File: config.mk
export PLATFORM = sky130hd
export DESIGN_NAME = dadda_seq_mult_ctrl_flat
export DESIGN_NICKNAME = d
export VERILOG_FILES = /design/src/rtl/dadda_seq_mult_ctrl_pkg.sv /design/src/rtl/dadda_seq_mult_ctrl_if.sv /design/src/rtl/dadda_seq_mult_ctrl_comp42_row.sv /design/src/rtl/dadda_seq_mult_ctrl.sv /design/src/flat_wrapper.sv
export SDC_FILE = /design/constraint.sdc
export NUM_CORES = 1
export LEC_CHECK = 0
export CORE_MARGIN = 1
export CORE_UTILIZATION = 58
export DETAILED_ROUTE_END_ITERATION = 16
export GPL_TIMING_DRIVEN = 1
export PLACE_DENSITY = 0.8
export SLEW_MARGIN = 20
export SYNTH_ARGS = -nofsm -noshare
export SYNTH_HDL_FRONTEND = slang
export SYNTH_SLANG_ARGS = --single-unit
File: constraint.sdc
create_clock -name clk -period 2.8 [get_ports clk]
set_input_delay 0.56 -clock clk [delete_from_list [all_inputs] [get_ports clk]]
set_output_delay 0.56 -clock clk [all_outputs]
set_load 0.005 [all_outputs]
File: src/rtl/dadda_seq_mult_ctrl_pkg.sv
// Shared types and helpers for the sequential 4:2-compressor multiplier.
package dadda_seq_mult_ctrl_pkg;

    typedef enum logic [1:0] {
        ST_IDLE   = 2'd0,
        ST_REDUCE = 2'd1,
        ST_FINAL  = 2'd2,
        ST_DONE   = 2'd3
    } state_e;

    // Row counter width: enough to count WIDTH/2 reduce steps plus one.
    function automatic int unsigned cnt_width(input int unsigned width);
        return $clog2(width / 2) + 1;
    endfunction

endpackage

File: src/rtl/dadda_seq_mult_ctrl_if.sv
// Operand/product valid-ready bus for the sequential multiplier.
interface dadda_seq_mult_ctrl_if #(
    parameter int unsigned WIDTH = 8
);
    logic                   in_valid;
    logic                   in_ready;
    logic [WIDTH-1:0]       a;
    logic [WIDTH-1:0]       b;
    logic                   out_valid;
    logic                   out_ready;
    logic [2*WIDTH-1:0]     product;
    logic                   busy;

    modport master (
        output in_valid, a, b, out_ready,
        input  in_ready, out_valid, product, busy
    );

    modport slave (
        input  in_valid, a, b, out_ready,
        output in_ready, out_valid, product, busy
    );
endinterface

File: src/rtl/dadda_seq_mult_ctrl_comp42_row.sv
// One row of N chained 4:2 compressor cells, purely combinational.
module comp42_row #(
    parameter int unsigned N = 16
) (
    input  logic [N-1:0] x0,
    input  logic [N-1:0] x1,
    input  logic [N-1:0] x2,
    input  logic [N-1:0] x3,
    input  logic         cin,
    output logic [N-1:0] sum,
    output logic [N-1:0] carry,
    output logic         cout
);
    // chain[i] is the lateral carry entering cell i; it never depends on chain[i] itself.
    logic [N:0] chain;

    assign chain[0] = cin;

    for (genvar i = 0; i < N; i++) begin : g_cell
        logic s1;
        // First full adder on x0..x2, second merges x3 with the incoming lateral carry.
        assign s1          = x0[i] ^ x1[i] ^ x2[i];
        assign chain[i+1]  = (x0[i] & x1[i]) | (x0[i] & x2[i]) | (x1[i] & x2[i]);
        assign sum[i]      = s1 ^ x3[i] ^ chain[i];
        assign carry[i]    = (s1 & x3[i]) | (s1 & chain[i]) | (x3[i] & chain[i]);
    end

    assign cout = chain[N];
endmodule

File: src/rtl/dadda_seq_mult_ctrl.sv
// Multicycle unsigned multiplier: two partial-product rows folded per cycle, then one CPA.
module dadda_seq_mult_ctrl
    import dadda_seq_mult_ctrl_pkg::*;
#(
    parameter int unsigned WIDTH = 8
) (
    input  logic                 clk,
    input  logic                 rst_n,
    dadda_seq_mult_ctrl_if.slave bus
);
    localparam int unsigned PW    = 2 * WIDTH;
    localparam int unsigned CW    = cnt_width(WIDTH);
    localparam int unsigned STEPS = WIDTH / 2;

    state_e          state_q, state_d;
    logic [CW-1:0]   cnt_q;
    logic [PW-1:0]   a_sh_q;
    logic [WIDTH-1:0] b_sh_q;
    logic [PW-1:0]   sum_q, carry_q, product_q;
    logic            out_valid_q;

    logic            in_ready_c, accept_c;
    logic [PW-1:0]   pp0_c, pp1_c;
    logic [PW-1:0]   row_sum, row_carry;
    logic            row_cout;
    logic            unused_bits;

    // Handshake: a DONE slot frees up in the same cycle the product is taken.
    assign in_ready_c = (state_q == ST_IDLE) || ((state_q == ST_DONE) && bus.out_ready);
    assign accept_c   = bus.in_valid && in_ready_c;

    // a_sh/b_sh are pre-shifted each step so bits 0/1 of b_sh select pp_(2*cnt), pp_(2*cnt+1).
    assign pp0_c = b_sh_q[0] ? a_sh_q : '0;
    assign pp1_c = b_sh_q[1] ? PW'(a_sh_q << 1) : '0;

    comp42_row #(.N(PW)) u_row (
        .x0    (sum_q),
        .x1    (carry_q),
        .x2    (pp0_c),
        .x3    (pp1_c),
        .cin   (1'b0),
        .sum   (row_sum),
        .carry (row_carry),
        .cout  (row_cout)
    );

    // Row cout and the carry bit shifted past the top are weight >= 2^PW; product fits regardless.
    assign unused_bits = row_cout ^ row_carry[PW-1];

    // State register.
    always_ff @(posedge clk) begin
        if (!rst_n) state_q <= ST_IDLE;
        else        state_q <= state_d;
    end

    // Next-state logic.
    always_comb begin
        state_d = state_q;
        unique case (state_q)
            ST_IDLE:   if (accept_c) state_d = ST_REDUCE;
            ST_REDUCE: if (cnt_q == CW'(STEPS - 1)) state_d = ST_FINAL;
            ST_FINAL:  state_d = ST_DONE;
            ST_DONE: begin
                if (accept_c)           state_d = ST_REDUCE;
                else if (bus.out_ready) state_d = ST_IDLE;
            end
            default:   state_d = ST_IDLE;
        endcase
    end

    // Operand load, row accumulation, final add and output hold.
    always_ff @(posedge clk) begin
        if (!rst_n) begin
            cnt_q       <= '0;
            a_sh_q      <= '0;
            b_sh_q      <= '0;
            sum_q       <= '0;
            carry_q     <= '0;
            product_q   <= '0;
            out_valid_q <= 1'b0;
        end else begin
            if (accept_c) begin
                a_sh_q  <= PW'(bus.a);
                b_sh_q  <= bus.b;
                sum_q   <= '0;
                carry_q <= '0;
                cnt_q   <= '0;
            end
            unique case (state_q)
                ST_REDUCE: begin
                    sum_q   <= row_sum;
                    carry_q <= PW'(row_carry << 1);
                    a_sh_q  <= PW'(a_sh_q << 2);
                    b_sh_q  <= WIDTH'(b_sh_q >> 2);
                    cnt_q   <= cnt_q + CW'(1);
                end
                ST_FINAL: begin
                    product_q   <= sum_q + carry_q;
                    out_valid_q <= 1'b1;
                end
                ST_DONE: begin
                    if (bus.out_ready) out_valid_q <= 1'b0;
                end
                default: ;
            endcase
        end
    end

    assign bus.in_ready  = in_ready_c;
    assign bus.out_valid = out_valid_q;
    assign bus.product   = product_q;
    assign bus.busy      = (state_q == ST_REDUCE) || (state_q == ST_FINAL);
endmodule
File: src/flat_wrapper.sv
// flat-port wrapper written by rule: the top's interface ports become plain ports
module dadda_seq_mult_ctrl_flat import dadda_seq_mult_ctrl_pkg::*;
#(
    parameter int unsigned WIDTH = 8
)
  (clk, rst_n, bus_in_valid, bus_a, bus_b, bus_out_ready, bus_in_ready, bus_out_valid, bus_product, bus_busy);
  dadda_seq_mult_ctrl_if #(.WIDTH(WIDTH)) bus_i ();
  input  logic clk;
  input  logic rst_n;
  input wire logic [$bits(bus_i.in_valid)-1:0] bus_in_valid;
  input wire logic [$bits(bus_i.a)-1:0] bus_a;
  input wire logic [$bits(bus_i.b)-1:0] bus_b;
  input wire logic [$bits(bus_i.out_ready)-1:0] bus_out_ready;
  output wire logic [$bits(bus_i.in_ready)-1:0] bus_in_ready;
  output wire logic [$bits(bus_i.out_valid)-1:0] bus_out_valid;
  output wire logic [$bits(bus_i.product)-1:0] bus_product;
  output wire logic [$bits(bus_i.busy)-1:0] bus_busy;
  assign bus_i.in_valid = bus_in_valid;
  assign bus_i.a = bus_a;
  assign bus_i.b = bus_b;
  assign bus_i.out_ready = bus_out_ready;
  assign bus_in_ready = bus_i.in_ready;
  assign bus_out_valid = bus_i.out_valid;
  assign bus_product = bus_i.product;
  assign bus_busy = bus_i.busy;
  dadda_seq_mult_ctrl #(.WIDTH(WIDTH)) u_core (.clk(clk), .rst_n(rst_n), .bus(bus_i));
endmodule
==> flow_summary.json <==
{
  "syn-instance-count": 510,
  "syn-num-nets": 580,
  "cts_sinks": 76,
  "ys_async_sr_fraction": 0,
  "path_delay_family": "simple AND/OR/NAND/NOR gates",
  "cpPeakStageDelay_ns": 0.51,
  "maxCapViolations": 0,
  "grt_pass1_vias": 3527,
  "cp_cell_sequence": "ha_1, inv_1, fa_1, and2b_1, o2111ai_1, o211ai_1, a31oi_1, or4_1, nand3_1",
  "hold_viol": 0,
  "vias": 3602,
  "relSlewSlack": 0.585,
  "num-fill-cells": 591,
  "period_needed_ns": 2.52,
  "hold_start": "u_core.b_sh_q[6]",
  "initial_core_util": 0.611,
  "synth_top_family_by_area": "simple AND/OR/NAND/NOR gates",
  "use_met3": 0.0423,
  "drt_wl_total_um": 9320,
  "p_per_area_nw_per_um2": 605,
  "synthSimpleGateAreaFrac": 0.232,
  "synth_edf_count": 0,
  "synth_xor_area_frac": 0.0195,
  "cts_max_level": 3,
  "dp.final_hpwl_um": 6730,
  "grt_setup_unrepaired": "false",
  "mostFrequentLayoutCell": "dfxtp_1",
  "p_leak_nw": 2.02,
  "wire_per_inst_um": 14.5,
  "post_cts_buffers": 0,
  "row_count": 31,
  "drc": 0,
  "grt_usage": 0.254,
  "use_met1": 0.336,
  "setup_viol": 0,
  "die_y_um": 90.1,
  "synth-compound-area-share": 0.116,
  "avgSynthCellArea_um2": 8.82,
  "startpoint": "u_core.carry_q[2]",
  "ctsRootBufferMaster": "clkbuf_8",
  "synth-seq-cells": 76,
  "vias_per_cell": 5.62,
  "start_kind": "flip-flop",
  "port_buffers": 38,
  "fin_skew_ns": 0.0121,
  "crit_buf_inv": 1,
  "grt_max_degree": 47,
  "clock.fmax_mhz": 398,
  "synthMuxAreaShare": 0.0617,
  "n_antenna_cell": 0,
  "ys_seq_area_frac": 0.338,
  "fin_setup_tns_ns": 0,
  "critPathRequiredTime_ns": 3.09,
  "fin_nets": 607,
  "mostFrequentLayoutCells": "76 x dfxtp_1, 73 x nand2_1, 50 x a21oi_1",
  "regArea_um2": 1520,
  "worstPathArrival_ns": 2.80,
  "multi_input_area_um2": 2770,
  "status": "complete, no violations",
  "drive_gt1_frac": 0.0609,
  "hold_class": "reg -> reg",
  "drv_slew": 0,
  "end_kind": "flip-flop",
  "r2r_slack_ns": 0.28,
  "drt_iter0_drc": 175,
  "grt_overflow": 0,
  "clk_path_buf_depth": 2,
  "die_w_um": 90.1,
  "cts-buffers-inserted": 9,
  "dr.pass1.iters": 5,
  "synth_area_um2": 4500,
  "insertion_delay_ns": 0.35,
  "busiest_layer": "met2",
  "die_area_um2": 8120,
  "worstHoldEndpoint": "u_core.b_sh_q[6]",
  "synthToLayoutAreaGrowth_pct": 15.1,
  "synth_cell_types": 49,
  "cts_tree": "built",
  "whs_path_depth": 2,
  "grtUsageMet2": 0.415,
  "synthAdderAreaFrac": 0.186,
  "ir_drop_mv": 0.463,
  "slowest_stage": "or4_1",
  "cp_max_fo": 6,
  "synth-main-ff-cell": "dfxtp_1",
  "antenna_found_initial": 0,
  "grt_pass1_wl_um": 16600,
  "reg2reg_depth": 9,
  "cts_resized": 0,
  "fin_util": 0.703,
  "worstMarginPinSlew_ns": 0.622,
  "core_area_um2": 7370,
  "io_pins": 39,
  "finalCritPeriodShare": 0.898,
  "yosys_warnings": 0,
  "gp_congestion": 0.842,
  "r2r-end": "u_core.bus.product[12]",
  "r2r-start": "u_core.carry_q[2]",
  "clk_pin_slew_ns": 0.08,
  "worstSetupPathType": "reg -> reg",
  "ctsHoldBuffers": 0,
  "ant_nets": 0
}
-- cell usage after synthesis (8+ instances only) --
master    number  area [um^2]
o21ai_1       11         55.1
fa_1          28          561
and2_1        39          244
xnor2_1        8         70.1
nand3b_1      29          218
mux2i_1       21          210
clkbuf_1      24         90.1
dfxtp_1       76         1520
nand3_1       10         50.1
ha_1          22          275
nor2_1        26         97.6
a21oi_1       50          250
inv_1         25         93.8
nand2_1       73          274
-- registers in the layout, indices dropped and copies added, names as in the netlist --
register / flops
u_core.a_sh_q: 16
u_core.bus.product: 16
u_core.sum_q: 16
u_core.carry_q: 14
u_core.b_sh_q: 8
u_core.cnt_q: 3
u_core.state_q: 2
u_core.bus.out_valid: 1
-- layer usage --
metal  share of wire  routed length, um  vias up
met5               0                  0        -
met4           0.013                119        0
li1                -                  -     1776
met1            0.47               4360     1734
met2            0.48               4450       84
met3           0.042                395        8
-- report_power, final --
part           internal [mW]  total, mW  switching (mW)
combinational          0.442      0.992           0.550
sequential              1.18       1.28           0.106
clock                  0.440      0.856           0.416
-- how the worst max path moves through the flow --
stage | to | cells past startpoint | slack, ns
floorplan | u_core.bus.product[12] | 9 | 0.56
global placement | u_core.bus.product[12] | 9 | 0.42
detailed placement | u_core.bus.product[12] | 9 | 0.37
CTS | u_core.bus.product[12] | 9 | 0.33
global route | u_core.bus.product[12] | 9 | 0.09
finish | u_core.bus.product[12] | 9 | 0.28
-- worst min-delay path, stage by stage, from the launching register on --
cell,delay (ns)
dfxtp_1,0.31
nand2_1,0.05
a21oi_1,0.05
-- cells by family after synthesis --
kind of cell / Yosys count
flops: 76
mux: 27
simple gates: 201
fa+ha+maj: 50
compound gates: 90
buf+inv: 56
xor+xnor: 10
-- final cells by class --
cell class              count  share of cell area
flip-flops and latches     76               0.294
repair buffers             46              0.0899
clock buffers              11              0.0273
well taps                  99              0.0239
clock inverters             5              0.0116
multi-input cells         378               0.535
inverters                  26              0.0188
-- through the flow --
stage          cells  power [mW]  hold WS, ns  setup WS (ns)  instance area (um^2)
6_report         641        3.13        0.463          0.285                  5180
5_1_grt          641        3.33        0.476         0.0855                  5180
4_1_cts          641        3.15        0.464          0.327                  5180
3_5_place_dp     625        2.30        0.452          0.373                  4980
3_3_place_gp     625        2.27        0.448          0.419                  4980
2_1_floorplan    510        1.99        0.437          0.556                  4500
Power figures use the tool's default switching activity.
